<file path="src/rtl/time_set_controller_pkg.sv">
// rtl/time_set_controller_pkg.sv - shared types and constants for the time-set controller
//
// Purpose: state encoding and seven-segment digit blank masks used by the
//          time-set controller and its sub-module.
// Contents:
//   state_t     RUN / SET_HOUR / SET_MIN (encoding 3 is illegal)
//   MASK_*      digit blank enables {hours2, hours1, mins2, mins1}
//   field_mask  blank mask for the field edited in a given state
package time_set_controller_pkg;

  typedef enum logic [1:0] {
    RUN      = 2'd0,
    SET_HOUR = 2'd1,
    SET_MIN  = 2'd2
  } state_t;

  localparam logic [3:0] MASK_HOURS = 4'b1100;
  localparam logic [3:0] MASK_MINS  = 4'b0011;
  localparam logic [3:0] MASK_NONE  = 4'b0000;

  function automatic logic [3:0] field_mask(input state_t s);
    logic [3:0] m;
    m = MASK_NONE;
    if (s == SET_HOUR) m = MASK_HOURS;
    if (s == SET_MIN)  m = MASK_MINS;
    return m;
  endfunction

endpackage

</file>
<file path="src/rtl/time_set_controller_key_repeat.sv">
// rtl/time_set_controller_key_repeat.sv - UP button edge detect, arm flag and auto-repeat
//
// Purpose: turns a debounced button level into step requests: one on the
//          armed rising edge, then auto-repeat after a hold delay at a fixed rate.
// Ports:
//   CLK100MHZ  in   system clock
//   RESET_N    in   asynchronous active-low reset
//   btn        in   debounced button level
//   enable     in   1 = steps allowed (a set state is active)
//   disarm     in   1 = a state change happens this cycle; suppress and disarm
//   step       out  combinational step request for the sampling cycle
module key_repeat #(
  parameter int CNT_W               = 30,
  parameter int REPEAT_DELAY_CYCLES = 50_000_000,
  parameter int REPEAT_RATE_CYCLES  = 10_000_000
) (
  input  logic CLK100MHZ,
  input  logic RESET_N,
  input  logic btn,
  input  logic enable,
  input  logic disarm,
  output logic step
);

  localparam logic [CNT_W-1:0] DELAY_C = CNT_W'(REPEAT_DELAY_CYCLES);
  localparam logic [CNT_W-1:0] RATE_C  = CNT_W'(REPEAT_RATE_CYCLES);
  localparam logic [CNT_W-1:0] ONE_C   = CNT_W'(1);

  logic             btn_prev;
  logic             up_armed;
  logic             held;       // current press produced the initial step
  logic             repeating;  // first repeat already issued; use the rate period
  logic [CNT_W-1:0] rpt_cnt;    // cycles since the last step of this press

  logic rise;
  logic first_step;
  logic rpt_step;

  assign rise       = btn & ~btn_prev;
  assign first_step = enable & ~disarm & rise & up_armed;
  assign rpt_step   = enable & ~disarm & held & btn &
                      (rpt_cnt == (repeating ? RATE_C : DELAY_C));
  assign step       = first_step | rpt_step;

  always_ff @(posedge CLK100MHZ or negedge RESET_N) begin
    if (!RESET_N) begin
      btn_prev  <= 1'b0;
      up_armed  <= 1'b0;
      held      <= 1'b0;
      repeating <= 1'b0;
      rpt_cnt   <= '0;
    end else begin
      btn_prev <= btn;

      // A level held across a state change must be released before it counts.
      if (disarm)
        up_armed <= 1'b0;
      else if (!btn)
        up_armed <= 1'b1;

      if (!enable || disarm || !btn) begin
        held      <= 1'b0;
        repeating <= 1'b0;
        rpt_cnt   <= '0;
      end else if (first_step) begin
        held      <= 1'b1;
        repeating <= 1'b0;
        rpt_cnt   <= ONE_C;
      end else if (rpt_step) begin
        repeating <= 1'b1;
        rpt_cnt   <= ONE_C;
      end else if (held) begin
        rpt_cnt <= rpt_cnt + ONE_C;
      end
    end
  end

endmodule

</file>
<file path="src/rtl/time_set_controller.sv">
// rtl/time_set_controller.sv - manual time-setting sequencer for the wall clock
//
// Purpose: steps RUN -> SET_HOUR -> SET_MIN -> RUN on MODE edges, issues
//          hour/minute increment pulses from the UP button (with auto-repeat),
//          freezes seconds while setting, blinks the edited field and falls
//          back to RUN after an idle timeout.
// Ports:
//   CLK100MHZ   in   system clock, all state on rising edge
//   RESET_N     in   asynchronous active-low reset
//   MODE_BTN    in   debounced mode button level
//   UP_BTN      in   debounced increment button level
//   INC_HOUR    out  one-cycle pulse: hours +1
//   INC_MIN     out  one-cycle pulse: minutes +1
//   CLR_SECS    out  one-cycle pulse: zero seconds (on exit to RUN)
//   RUN_EN      out  1 = seconds counting
//   BLANK_MASK  out  digit blanks {hours2, hours1, mins2, mins1}
//   MODE        out  current state encoding
module time_set_controller
  import time_set_controller_pkg::*;
#(
  parameter int BLINK_HALF_CYCLES   = 25_000_000,
  parameter int REPEAT_DELAY_CYCLES = 50_000_000,
  parameter int REPEAT_RATE_CYCLES  = 10_000_000,
  parameter int TIMEOUT_CYCLES      = 1_000_000_000,
  parameter int CNT_W               = 30
) (
  input  logic       CLK100MHZ,
  input  logic       RESET_N,
  input  logic       MODE_BTN,
  input  logic       UP_BTN,
  output logic       INC_HOUR,
  output logic       INC_MIN,
  output logic       CLR_SECS,
  output logic       RUN_EN,
  output logic [3:0] BLANK_MASK,
  output logic [1:0] MODE
);

  localparam logic [CNT_W-1:0] BLINK_LAST   = CNT_W'(BLINK_HALF_CYCLES - 1);
  localparam logic [CNT_W-1:0] TIMEOUT_LAST = CNT_W'(TIMEOUT_CYCLES - 1);
  localparam logic [CNT_W-1:0] ONE_C        = CNT_W'(1);

  state_t           state;
  logic             mode_prev;
  logic             phase;      // 1 = edited field blanked
  logic [CNT_W-1:0] blink_cnt;
  logic [CNT_W-1:0] idle_cnt;

  logic mode_rise;
  logic in_set;
  logic illegal;
  logic timeout_hit;
  logic state_chg;
  logic up_step;

  assign mode_rise   = MODE_BTN & ~mode_prev;
  assign in_set      = (state == SET_HOUR) || (state == SET_MIN);
  assign illegal     = !(state inside {RUN, SET_HOUR, SET_MIN});
  assign timeout_hit = in_set && !UP_BTN && (idle_cnt == TIMEOUT_LAST);
  // Every MODE edge, a timeout and illegal-state recovery all change state.
  assign state_chg   = mode_rise | timeout_hit | illegal;

  key_repeat #(
    .CNT_W               (CNT_W),
    .REPEAT_DELAY_CYCLES (REPEAT_DELAY_CYCLES),
    .REPEAT_RATE_CYCLES  (REPEAT_RATE_CYCLES)
  ) u_key_repeat (
    .CLK100MHZ (CLK100MHZ),
    .RESET_N   (RESET_N),
    .btn       (UP_BTN),
    .enable    (in_set),
    .disarm    (state_chg),
    .step      (up_step)
  );

  // State machine and its registered outputs.
  always_ff @(posedge CLK100MHZ or negedge RESET_N) begin
    if (!RESET_N) begin
      state     <= RUN;
      mode_prev <= 1'b0;
      MODE      <= RUN;
      RUN_EN    <= 1'b1;
      CLR_SECS  <= 1'b0;
      INC_HOUR  <= 1'b0;
      INC_MIN   <= 1'b0;
    end else begin
      mode_prev <= MODE_BTN;
      CLR_SECS  <= 1'b0;
      // up_step is already suppressed in state-change cycles.
      INC_HOUR  <= up_step && (state == SET_HOUR);
      INC_MIN   <= up_step && (state == SET_MIN);

      case (state)
        RUN: begin
          if (mode_rise) begin
            state  <= SET_HOUR;
            MODE   <= SET_HOUR;
            RUN_EN <= 1'b0;
          end
        end
        SET_HOUR: begin
          if (mode_rise) begin
            state <= SET_MIN;
            MODE  <= SET_MIN;
          end else if (timeout_hit) begin
            state    <= RUN;
            MODE     <= RUN;
            RUN_EN   <= 1'b1;
            CLR_SECS <= 1'b1;
          end
        end
        SET_MIN: begin
          if (mode_rise || timeout_hit) begin
            state    <= RUN;
            MODE     <= RUN;
            RUN_EN   <= 1'b1;
            CLR_SECS <= 1'b1;
          end
        end
        default: begin
          state  <= RUN;
          MODE   <= RUN;
          RUN_EN <= 1'b1;
        end
      endcase
    end
  end

  // Blink generator: restarts visible on every state entry and while UP is
  // held, so the digit being changed stays readable.
  always_ff @(posedge CLK100MHZ or negedge RESET_N) begin
    if (!RESET_N) begin
      blink_cnt  <= '0;
      phase      <= 1'b0;
      BLANK_MASK <= MASK_NONE;
    end else if (!in_set || state_chg || UP_BTN) begin
      blink_cnt  <= '0;
      phase      <= 1'b0;
      BLANK_MASK <= MASK_NONE;
    end else if (blink_cnt == BLINK_LAST) begin
      blink_cnt  <= '0;
      phase      <= ~phase;
      BLANK_MASK <= phase ? MASK_NONE : field_mask(state);
    end else begin
      blink_cnt  <= blink_cnt + ONE_C;
      BLANK_MASK <= phase ? field_mask(state) : MASK_NONE;
    end
  end

  // Idle timeout: any UP activity or MODE edge restarts the count.
  always_ff @(posedge CLK100MHZ or negedge RESET_N) begin
    if (!RESET_N)
      idle_cnt <= '0;
    else if (!in_set || state_chg || UP_BTN)
      idle_cnt <= '0;
    else
      idle_cnt <= idle_cnt + ONE_C;
  end

endmodule

</file>
<file path="config.mk">
export PLATFORM = sky130hd
export DESIGN_NAME = time_set_controller
export DESIGN_NICKNAME = d
export VERILOG_FILES = /design/src/rtl/time_set_controller_pkg.sv /design/src/rtl/time_set_controller_key_repeat.sv /design/src/rtl/time_set_controller.sv
export SDC_FILE = /design/constraint.sdc
export NUM_CORES = 1
export LEC_CHECK = 0
export CORE_MARGIN = 5
export CORE_UTILIZATION = 50
export CTS_CLUSTER_SIZE = 20
export DETAILED_ROUTE_END_ITERATION = 6
export PLACE_DENSITY = 0.67
export SKIP_CTS_REPAIR_TIMING = 1
export SLEW_MARGIN = 25
export SYNTH_ARGS = -nofsm -noshare
export SYNTH_HDL_FRONTEND = slang
export SYNTH_HIERARCHICAL = 1
export SYNTH_SLANG_ARGS = --single-unit
</file>
<file path="constraint.sdc">
create_clock -name CLK100MHZ -period 3.9 [get_ports CLK100MHZ]
set_input_delay 0.78 -clock CLK100MHZ [delete_from_list [all_inputs] [get_ports CLK100MHZ]]
set_output_delay 0.78 -clock CLK100MHZ [all_outputs]
set_load 0.02 [all_outputs]
</file>
---- Yosys cells after proc, flatten, opt, wreduce, memory -nomap -nowiden ----
Cells that the tools add are included.
cells by class
  add/subtract/negate cells ............... 3
  equality and inequality tests ........... 11
  multiplexer cells ....................... 37
  bitwise logic cells ..................... 15
  reductions and logical operators ........ 20
operators by type and width
  cell                     number
  $mux W30                 7
  $add A30 B1 Y30 const B  3
  $eq A30 B25 Y1 const B   1
  $eq A30 B30 Y1           1
  $eq A30 B30 Y1 const B   1
  $mux W26                 1
  $mux W4                  6
  $mux W1                  16
  $and A1 B1 Y1            8
  $mux W2                  4
  $ne A2 B2 Y1 const B     3
  $pmux W2 S3              1
  $reduce_bool A3 Y1       2
  $logic_or A1 B1 Y1       5
  $logic_and A1 B1 Y1      4
  $ne A2 B1 Y1 const B     2
  $not A1 Y1               4
  $reduce_and A4 Y1        1
  $reduce_bool A2 Y1       2
  $reduce_bool A4 Y1       1
  $logic_not A1 Y1         3
  $ne A3 B3 Y1 const B     1
  $or A1 B1 Y1             3
  $pmux W1 S3              1
  other kinds (5)          5
word-level totals
  register bits ........................... 106
  output and inout bits ................... 10
  logic and storage cells ................. 101

---- Depth between registers and ports, before layout ----
Gate-level depths: netlist of run 1.
  depth in word-level cells ............... 14
  mapped depth ............................ 11
  gate-level depth less buffers ........... 10

---- Modules after synthesis ----
The synthesis of run 1 kept the hierarchy.
modules (own cells, without submodules)
  module               instances  cells each  area an instance (um2)  seq. area each (um2)
  time_set_controller  1          357         3574.7                  1752.9
  key_repeat           1          204         1863.0                  850.8

---- Worst setup path after synthesis of run 1 ----
No wires, ideal clock.
  kind .................................... register to register
  start ................................... register state[0]
  end ..................................... register u_key_repeat.rpt_cnt[27]
  arrival ................................. 3.013 ns
  required time ........................... 3.820 ns
  slack ................................... 0.807 ns
  cell stages (with the launch flop) ...... 12
  buffers on the path ..................... 1
  period minus slack after synthesis ...... 3.093 ns
  cell sequence ........................... dfrtp_1 inv_1 ha_1 nand4b_1 nor4_1 or3_1 nand3b_1 o311ai_0 or2_2 clkbuf_1 or4_1 a21oi_1
on the way
  word-level cells in the longest chain between the ends .. 14
  elaborated cells on any way between the ends .. 24
  those cells by class .................... eq/ne: 2; mux: 3; bitwise: 9; reduce/logical: 10
ends and longest elaborated chain
  what                                          RTL line                                                                    text
  start: declaration                            time_set_controller.sv:43                                                   state_t state;
  start signal: assignment                      time_set_controller.sv:79                                                   state <= RUN;
  start signal: assignment                      time_set_controller.sv:96                                                   state <= SET_HOUR;
  start signal: assignment                      time_set_controller.sv:103                                                  state <= SET_MIN;
  $eq A2 B1 Y1 or $eq A2 B2 Y1 (tied branches)  time_set_controller.sv:57                                                   assign in_set = (state == SET_HOUR) || (state == SET_MIN);
  $logic_or A1 B1 Y1 (*)                        time_set_controller.sv:57
  via in_set                                    time_set_controller.sv:50                                                   logic in_set;
  $logic_and A1 B1 Y1 (*) (2 in series)         time_set_controller.sv:59                                                   assign timeout_hit = in_set && !UP_BTN && (idle_cnt == TIMEOUT_LAST);
  $or A1 B1 Y1 (*) (2 in series)                time_set_controller.sv:61                                                   assign state_chg = mode_rise | timeout_hit | illegal;
  via state_chg                                 time_set_controller.sv:53                                                   logic state_chg;
  $not A1 Y1                                    time_set_controller_key_repeat.sv:40, time_set_controller_key_repeat.sv:41
  $and A1 B1 Y1                                 time_set_controller_key_repeat.sv:40, time_set_controller_key_repeat.sv:41
  $and A1 B1 Y1 (3 in series)                   time_set_controller_key_repeat.sv:41                                        assign rpt_step = enable & ~disarm & held & btn &
  $mux W30                                      time_set_controller_key_repeat.sv:69                                        end else if (rpt_step) begin
  $mux W30                                      time_set_controller_key_repeat.sv:65                                        end else if (first_step) begin
  $mux W30                                      time_set_controller_key_repeat.sv:61                                        if (!enable || disarm || !btn) begin
  end signal: assignment                        time_set_controller_key_repeat.sv:73                                        rpt_cnt <= rpt_cnt + ONE_C;
  end: declaration                              time_set_controller_key_repeat.sv:33                                        logic [CNT_W-1:0] rpt_cnt;
Mark *: on every way through the listed nets, which the timed path passes. The rest lies on a longest branch.
A chain may end at the register's enable or synchronous reset.

---- Final worst setup path of run 1 ----
  start ................................... register idle_cnt[0]
  end ..................................... register u_key_repeat.rpt_cnt[29]
on the way
  word-level cells in the longest chain between the ends .. 12
  elaborated cells on any way between the ends .. 17
  those cells by class .................... eq/ne: 1; mux: 3; bitwise: 9; reduce/logical: 4
ends and longest elaborated chain
  what                            RTL line                                                                    text
  start: declaration              time_set_controller.sv:47                                                   logic [CNT_W-1:0] idle_cnt;
  start signal: assignment        time_set_controller.sv:157                                                  idle_cnt <= idle_cnt + ONE_C;
  $eq A30 B30 Y1 (*)              time_set_controller.sv:59
  $logic_and A1 B1 Y1 (*)         time_set_controller.sv:59
  $or A1 B1 Y1 (*) (2 in series)  time_set_controller.sv:61
  via state_chg                   time_set_controller.sv:53
  $not A1 Y1                      time_set_controller_key_repeat.sv:40, time_set_controller_key_repeat.sv:41
  $and A1 B1 Y1                   time_set_controller_key_repeat.sv:40, time_set_controller_key_repeat.sv:41
  $and A1 B1 Y1 (3 in series)     time_set_controller_key_repeat.sv:41
  $mux W30                        time_set_controller_key_repeat.sv:69
  $mux W30                        time_set_controller_key_repeat.sv:65
  $mux W30                        time_set_controller_key_repeat.sv:61
Marked as above.

==> impl_metrics.tcl, run 1 <==
set metrics [dict create \
    result_of_the_run "finished clean" \
    gp_routability_congestion 0.8276 \
    yosys_warnings 6 \
    switching_share 0.2999 \
    synthesis.instances 561 \
    switchingPower_mw 0.6572 \
    finClkSkew_ns 0.009011 \
    timing.hold.ws_ns 0.4378 \
    timing.slew.headroom 0.4377 \
    design_power_total_mw 2.191 \
    drv_cap 0 \
    cp_data_required_time_ns 4.20 \
    p_comb_frac 0.170 \
    reg2reg_setup_slack_ns 0.63 \
    timing.final.max_slew_violations 0 \
    syn_area_sq_um 5438 \
    antenna_found_initial 0 \
    routed_wl_mm 10.55 \
    h_tree_levels 3 \
    tritoncts "done" \
    pin_count 14 \
    synth-edff-count 0 \
    critical_path.cell_chain "ha_1, and3_1, nand4_2, nor4_1, or3_1, nand3b_1, o311ai_1, or2_2, or4_1, a21oi_1" \
    dr.first_iter.drc_count 256 \
    count_of_endpoints_failing_hold_in_the_final_timing_report 0 \
    areaGrowthSynthToFinish_pct 7.731 \
    floorplan.die_area_sq_um 13060 \
    cp_data_arrival_time_ns 3.57 \
    placeableCoreArea_sq_um 10750 \
    post-synth-top-count-cell "nor2_1" \
    nNetsFinal 585 \
    total_internal_power_mw 1.534 \
    period_minus_slack_ns 3.270 \
    pwr-share-clk 0.303 \
    grt_setup_unrepaired "false" \
    vias 3983 \
    cell_count_of_the_worst_reg_to_reg_path 10 \
    proportion_of_layout_cells_with_a_drive_suffix_above_1 0.08146 \
    clock_insertion_delay_worst_skew_ns 0.37 \
    overall_global_routing_usage 0.1757 \
    synth.yosys.seq_area_share 0.4788 \
    critical_path.startpoint "idle_cnt[0]" \
    drt_pass1_iterations 4 \
    rr_startpoint "idle_cnt[0]" \
    post_synth_most_frequent_cells "106 x nor2_1, 103 x dfrtp_1, 51 x xnor2_1, 31 x nand2_1, 30 x xor2_1" \
    p_per_area_nw_per_um2 374.0 \
    setup.worst_path.class "reg -> reg" \
    synth-async-reset-ratio 1.000 \
    cts-root-buf "clkbuf_8" \
    chipHeight_um 114.3 \
    mappedNetlistNets 574 \
    setup.worst_path.start_class "flip-flop" \
    tightestPinTransition_ns 0.8365 \
    gr-total-overflow 0 \
    detailedPlacementHpwl_mm 7.347 \
    power_frac_seq 0.527 \
    cts.reportedPaths.clkPinSlew_ns 0.09 \
    drt-vias-per-instance 5.555 \
    setup_tns_ns 0 \
    ys_ff_latch 104 \
    grt_start_max_net_pins 54 \
    critPathCaptureType "flip-flop" \
    timing.critical_path.fanout_max 7 \
    critical-path-max-stage-delay_ns 0.51 \
    synth_ff_type "dfrtp_1" \
    fin_util 0.5452 \
    synth_cell_types 51 \
    cts.path.max_buffers 2 \
    fmaxAchievable_mhz 305.8 \
    critical_path.top_delay_family "simple AND/OR/NAND/NOR gates" \
    critical_path_buf_inv_count 0 \
    crit_path_top_delay_cell "or4_1" \
    drcViolationCount 0 \
    leakage_nw 2.223 \
    worst_r2r_endpoint "u_key_repeat/rpt_cnt[29]" \
    avgRoutedWirePerCell_um 14.72 \
    finalSetupViolations 0 \
    max-vdd-ir-drop_uv 264.6 \
    postSynthAreaPerCell_sq_um 9.693 \
    vias_in_the_first_global_route 3857 \
    final_min_period_over_clock_period 0.8384 \
    synth_top_area_cell "dfrtp_1" \
    antenna_cells_inserted 0 \
    grt_pass1_wl_mm 18.25 \
    initial_utilization 0.5061 \
    port-buffer-count 13 \
    die_width_um 114.3 \
    cts_buffers 9 \
    worstHoldPathType "in -> async" \
    synth_top_cells_by_area "dfrtp_1 47%, xnor2_1 8.2%, nor2_1 7.3%" \
    clkSinkCount 104 \
    netlist.area_leader.share 0.4740 \
    antenna_violating_nets_post_route 0 \
    fp-row-count 38 \
]
-- flip-flops by register name (all words and copies together), names as in the netlist, 2 cells and up --
| register | cells |
|---|---|
| blink_cnt | 30 |
| idle_cnt | 30 |
| u_key_repeat/rpt_cnt | 30 |
| BLANK_MASK | 2 |
| state | 2 |
-- stage by stage --
step | instances | cell area (sq um) | worst slack [ns]
global route | 717 | 5858 | 0.3210
CTS | 717 | 5858 | 0.6352
finish | 717 | 5858 | 0.6303
global placement | 701 | 5669 | 0.4350
floorplan | 561 | 5438 | 0.8069
detailed placement | 701 | 5669 | 0.3097
-- per-layer routing --
layer  part of all wire  global-route usage  vias up
met4              0.014             0.05938        0
met3              0.042             0.05338       15
met5                  0                   0        -
li1                   -                   -     1948
met1               0.48              0.2389     1952
met2               0.46              0.2689       68
-- power groups by stage --
stage          combinational [mW]  sequential, mW  clock [mW]
2_1_floorplan               0.251            1.18           0
3_3_place_gp                0.371            1.18           0
3_5_place_dp                0.372            1.18           0
4_1_cts                     0.375            1.15       0.689
5_1_grt                     0.415            1.16       0.736
6_report                    0.372            1.16       0.664
-- final cells by class --
| cell class | count | area [sq um] |
|---|---|---|
| clock inverter | 5 | 57.56 |
| clock buffer | 11 | 131.4 |
| tap | 140 | 175.2 |
| inverter | 19 | 71.32 |
| sequential | 104 | 2604 |
| timing repair buffer | 20 | 180.2 |
| multi-input combinational | 418 | 2639 |
| fill | 999 | 4887 |
-- how the worst max path moves through the flow --
stage / endpoint / cells past startpoint / slack (ns)
2_1_floorplan: u_key_repeat/rpt_cnt[27] / 11 / 0.81
6_report: u_key_repeat/rpt_cnt[29] / 10 / 0.63
3_3_place_gp: u_key_repeat/rpt_cnt[7] / 11 / 0.43
3_5_place_dp: u_key_repeat/rpt_cnt[17] / 11 / 0.31
5_1_grt: u_key_repeat/rpt_cnt[27] / 10 / 0.32
4_1_cts: u_key_repeat/rpt_cnt[29] / 10 / 0.64
-- placed cells by master, fill, tap and decap left out, types with 7 or more instances in the layout --
cell             instances
xor2_1                  30
a21oi_1                 10
and3_1                   7
nor3_1                  22
nor2_1                 106
inv_1                   19
xnor2_1                 51
nand4_1                 27
clkbuf_8                 9
buf_4                    8
nor4_1                  21
nand2_1                 31
clkdlybuf4s50_1         12
ha_1                     9
nand3_1                 26
dfrtp_1                103
-- cell families after synthesis --
kind of cell               count (synthesis)  synth area share
and+or+nand+nor                          302            0.3040
DFF                                      104            0.4788
xor gates and xnor gates                  81            0.1305
buffers and inverters                     39           0.03590
AOI/OAI and AO/OA                         26           0.03015
adders and majority gates                  9           0.02071
No activity file was read; power rests on OpenSTA's default activity.
==> run 2: changes to the inputs <==
- clock period: 3.9 -> 3.4 ns (I/O delays scaled with it)
==> run 2 against run 1 <==
Clock skew is 0.0011 ns higher. Routed wire length is 0.45% lower. Critical path type unchanged. Setup slack lost 0.30 ns. Highest routed layer unchanged. Non-clock buffer count rose by 3. Sequential power is 15% higher. Final cell count increased by 0.42%. Critical endpoint unchanged. Hold slack worse by 0.11 ns. Core utilization up 0.55 points. Largest cell class unchanged. Clock power grew 28%.
==> impl_metrics.tcl, run 2 (synthesis results as in run 1) <==
set metrics [dict create \
    vias_in_the_first_global_route 3779 \
    timing.slew.headroom 0.4433 \
    antenna_cells_inserted 0 \
    critPathCaptureType "flip-flop" \
    cts-root-buf "clkbuf_8" \
    detailedPlacementHpwl_mm 7.315 \
    drcViolationCount 0 \
    port-buffer-count 13 \
    grt_pass1_wl_mm 18.26 \
    vias 3936 \
    cts.reportedPaths.clkPinSlew_ns 0.09 \
    cell_count_of_the_worst_reg_to_reg_path 10 \
    setup.worst_path.start_class "flip-flop" \
    max-vdd-ir-drop_uv 313.8 \
    drt_pass1_iterations 4 \
    layout.cell_area.non_filler_sq_um 5917 \
    final_min_period_over_clock_period 0.9025 \
    placeableCoreArea_sq_um 10750 \
    p_per_area_nw_per_um2 442.1 \
    layout_top_registers "blink_cnt x30, idle_cnt x30, u_key_repeat/rpt_cnt x30" \
    timing.final.max_slew_violations 0 \
    multiInputGateArea_sq_um 2639 \
    antenna_violating_nets_post_route 0 \
    die_width_um 114.3 \
    cp_data_arrival_time_ns 3.36 \
    dr.first_iter.drc_count 259 \
    gr-total-overflow 0 \
    cp_data_required_time_ns 3.69 \
    routed_wl_mm 10.51 \
    reg2reg_setup_slack_ns 0.33 \
    areaGrowthSynthToFinish_pct 8.813 \
    pin_count 14 \
    leakage_nw 2.247 \
    timing.critical_path.fanout_max 7 \
    tritoncts "done" \
    worstHoldPathType "in -> async" \
    finClkSkew_ns 0.01011 \
    drv_cap 0 \
    chipHeight_um 114.3 \
    gp_routability_congestion 0.8319 \
    tightestPinTransition_ns 0.8274 \
    antenna_found_initial 0 \
    grt_start_max_net_pins 85 \
    clkSinkCount 104 \
    proportion_of_layout_cells_with_a_drive_suffix_above_1 0.08793 \
    setup.worst_path.class "reg -> reg" \
    setup_tns_ns 0 \
    avgRoutedWirePerCell_um 14.59 \
    leading_cell_types_in_the_layout_fill_and_taps_excluded "106 x nor2_1, 103 x dfrtp_1, 51 x xnor2_1" \
    overall_global_routing_usage 0.1733 \
    fin_util 0.5507 \
    count_of_endpoints_failing_hold_in_the_final_timing_report 0 \
    period_minus_slack_ns 3.068 \
    finalSetupViolations 0 \
    initial_utilization 0.5061 \
    h_tree_levels 3 \
    drt-vias-per-instance 5.467 \
    floorplan.die_area_sq_um 13060 \
    grt_setup_unrepaired "false" \
    clock_insertion_delay_worst_skew_ns 0.37 \
    fp-row-count 38 \
    cts_buffers 9 \
    result_of_the_run "finished clean" \
    layout.cells.most_common "nor2_1" \
    cts.path.max_buffers 2 \
    sequential_cell_area_sq_um 2604 \
    nNetsFinal 588 \
    layout.filler_cells 984 \
    placement.cell_area_sq_um 5692 \
    fmaxAchievable_mhz 325.9 \
]
run 2: cell count changes in the layout (fill, tap and decap cells not counted):
cell        previous run  this run
bufinv_16              1         2
buf_4                  8        10
clkinvlp_4             0         2
clkinv_4               2         0
clkbuf_8               9        10
clkinv_2               2         1
clkbuf_1               2         1
buf_6                  0         1
run 2: per-layer routing:
layer,GRT usage,share of wire,vias up
met5,0,0,-
met4,0.04751,0.013,0
met3,0.04123,0.032,12
met2,0.2752,0.47,46
met1,0.2390,0.49,1911
li1,-,-,1967
run 2: area by class of cell:
cell class / instances / area share
Timing Repair Buffer: 23 / 0.03489
Tap cell: 140 / 0.02960
Sequential cell: 104 / 0.4401
Clock buffer: 11 / 0.02390
Clock inverter: 5 / 0.01353
Inverter: 19 / 0.01205
Multi-Input combinational cell: 418 / 0.4460
run 2: stage by stage:
step                      cells  hold slack, ns  total power [mW]  setup WS, ns
final                       720          0.3272             2.616        0.3316
after detailed placement    704          0.4830             1.790        0.1645
after CTS                   720          0.4967             2.647        0.3352
after global placement      704          0.4698             1.781        0.2511
after global routing        720          0.4231             2.755       0.07755
after floorplan             561          0.3844             1.644        0.3069
run 2: worst max-delay path, cell delays in order, from the launching register on:
cell,delay [ns]
dfrtp_1,0.48
ha_1,0.31
and3_1,0.20
nand4_2,0.16
nor4_1,0.38
or3_1,0.17
nand3b_1,0.15
o311ai_1,0.13
or2_2,0.35
or4_1,0.51
a21oi_1,0.15
run 2: worst paths after layout:
| kind | start | end |
|---|---|---|
| worst max-delay path | idle_cnt[0] | u_key_repeat/rpt_cnt[29] |
| max in group asynchronous | RESET_N | idle_cnt[16] |
| worst max register to register | idle_cnt[0] | u_key_repeat/rpt_cnt[29] |
| worst min register to register | blink_cnt[0] | blink_cnt[0] |
| min in group CLK100MHZ | blink_cnt[0] | blink_cnt[0] |
| worst min-delay path | RESET_N | u_key_repeat/rpt_cnt[13] |
run 2: power breakdown:
group | switching (mW) | internal [mW] | leakage (nW)
registers | 0.0489 | 1.28 | 1.44
logic | 0.289 | 0.148 | 0.702
clock network | 0.419 | 0.434 | 0.106
==> run 3: changes to the inputs <==
- CORE_MARGIN: 5 -> 3
==> run 3 against run 2 <==
First-iteration DRC count shrank 5.4%. Register-to-register slack lost 0.07 ns. Setup slack lost 0.070 ns. Clock-buffer cell count is the same. Non-clock buffer count shrank 1. Combinational power shrank 1%. Core utilization grew 1.4 points. Hold slack lost 0.055 ns. Critical endpoint unchanged. Global-route usage grew 2.2 points.
==> impl_metrics.tcl, run 3 (synthesis results as in run 1) <==
set metrics [dict create \
    p_per_area_nw_per_um2 439.6 \
    timing.slew.headroom 0.4072 \
    pwr-share-clk 0.326 \
    clock_insertion_delay_worst_skew_ns 0.37 \
    die_width_um 110.3 \
    h_tree_levels 3 \
    cts.reportedPaths.clkPinSlew_ns 0.10 \
    avgRoutedWirePerCell_um 14.74 \
    chipHeight_um 110.3 \
    drt_pass1_iterations 4 \
    total_internal_power_mw 1.861 \
    period_minus_slack_ns 3.139 \
    grt_start_max_net_pins 66 \
    count_of_endpoints_failing_hold_in_the_final_timing_report 0 \
    vias 3929 \
    cp_data_arrival_time_ns 3.43 \
    cp_data_required_time_ns 3.70 \
    worst_r2r_endpoint "u_key_repeat/rpt_cnt[29]" \
    setup_tns_ns 0 \
    leakage_nw 2.254 \
    setup.worst_path.start_class "flip-flop" \
    drt-vias-per-instance 5.495 \
    gr-total-overflow 0 \
    tritoncts "done" \
    timing.critical_path.fanout_max 7 \
    max-vdd-ir-drop_uv 302.6 \
    power_frac_seq 0.508 \
    nNetsFinal 587 \
    areaGrowthSynthToFinish_pct 8.721 \
    fmaxAchievable_mhz 318.6 \
    reg2reg_setup_slack_ns 0.26 \
    timing.final.max_slew_violations 0 \
    antenna_found_initial 0 \
    placeableCoreArea_sq_um 10460 \
    result_of_the_run "finished clean" \
    fp-row-count 37 \
    dr.first_iter.drc_count 245 \
    worstHoldPathType "in -> async" \
    p_comb_frac 0.166 \
    layout_top_registers "blink_cnt x30, idle_cnt x30, u_key_repeat/rpt_cnt x30" \
    gp_routability_congestion 0.8057 \
    detailedPlacementHpwl_mm 7.174 \
    drv_cap 0 \
    pin_count 14 \
    cts_buffers 9 \
    proportion_of_layout_cells_with_a_drive_suffix_above_1 0.08636 \
    cell_count_of_the_worst_reg_to_reg_path 10 \
    drcViolationCount 0 \
    antenna_violating_nets_post_route 0 \
    antenna_cells_inserted 0 \
    port-buffer-count 13 \
    finalSetupViolations 0 \
    rr_startpoint "idle_cnt[0]" \
    clkSinkCount 104 \
    finish.cell_count_without_fillers 715 \
    tightestPinTransition_ns 0.8819 \
    finClkSkew_ns 0.008927 \
    cts-root-buf "clkbuf_8" \
    initial_utilization 0.5197 \
    grt_pass1_wl_mm 18.53 \
    routed_wl_mm 10.54 \
    vias_in_the_first_global_route 3897 \
    switchingPower_mw 0.7382 \
    grt_setup_unrepaired "false" \
    switching_share 0.2840 \
    leading_cell_types_in_the_layout_fill_and_taps_excluded "106 x nor2_1, 103 x dfrtp_1, 51 x xnor2_1" \
    timing.hold.ws_ns 0.2720 \
    overall_global_routing_usage 0.1949 \
    setup.worst_path.class "reg -> reg" \
    critPathCaptureType "flip-flop" \
    layout.cells.most_common "nor2_1" \
    design_power_total_mw 2.599 \
    final_min_period_over_clock_period 0.9232 \
    numPlacedInstances 699 \
    floorplan.die_area_sq_um 12160 \
    cts.path.max_buffers 2 \
]
## run 3: cell count changes in the layout (fill, tap and decap cells not counted)
cell	change
buf_12	+1
clkinvlp_4	-2
clkinv_2	+1
inv_6	+1
buf_4	-1
buf_6	-1
## run 3: per-layer routing
layer,global-route usage,share of wire,vias up
met5,0,0,-
met4,0.05277,0.0066,0
met3,0.05242,0.027,4
met2,0.3328,0.51,36
met1,0.2444,0.46,1933
li1,-,-,1956
## run 3: final cells by class
cell class	instances	area, sq um
well taps	136	170.2
flip-flops and latches	104	2604
clock inverters	5	78.83
multi-input cells	418	2639
inverters	19	71.32
fillers	936	4551
clock buffers	11	141.4
repair buffers	22	207.7
## run 3: metrics by stage
stage               worst slack [ns]  instance area [sq um]    util
finish                        0.2612                   5912  0.5651
detailed placement           0.06511                   5692  0.5440
global placement              0.2420                   5692  0.5440
global route                  0.1056                   5912  0.5651
CTS                           0.2887                   5912  0.5651
floorplan                     0.3069                   5438       -
## run 3: worst max path at each step
stage                                     endpoint  slack (ns)         from
after global routing      u_key_repeat/rpt_cnt[29]        0.11  idle_cnt[0]
after CTS                 u_key_repeat/rpt_cnt[29]        0.29  idle_cnt[0]
after detailed placement  u_key_repeat/rpt_cnt[29]        0.07       UP_BTN
after floorplan           u_key_repeat/rpt_cnt[27]        0.31     state[0]
final                     u_key_repeat/rpt_cnt[29]        0.26  idle_cnt[0]
after global placement    u_key_repeat/rpt_cnt[29]        0.24       UP_BTN
## run 3: worst max-delay path, cell delays in order (launching register included)
cell and delay, ns:
dfrtp_1 0.49, ha_1 0.31, and3_1 0.20, nand4_2 0.14, nor4_1 0.45, or3_1 0.18, nand3b_1 0.13, o311ai_1 0.12
or2_2 0.36, or4_1 0.51, a21oi_1 0.16
## run 3: power by group through the flow
stage,clock network [mW],registers [mW],logic (mW)
after floorplan,0,1.36,0.288
after global placement,0,1.34,0.429
after detailed placement,0,1.35,0.439
after CTS,0.882,1.32,0.440
after global routing,0.941,1.33,0.495
final,0.847,1.32,0.431
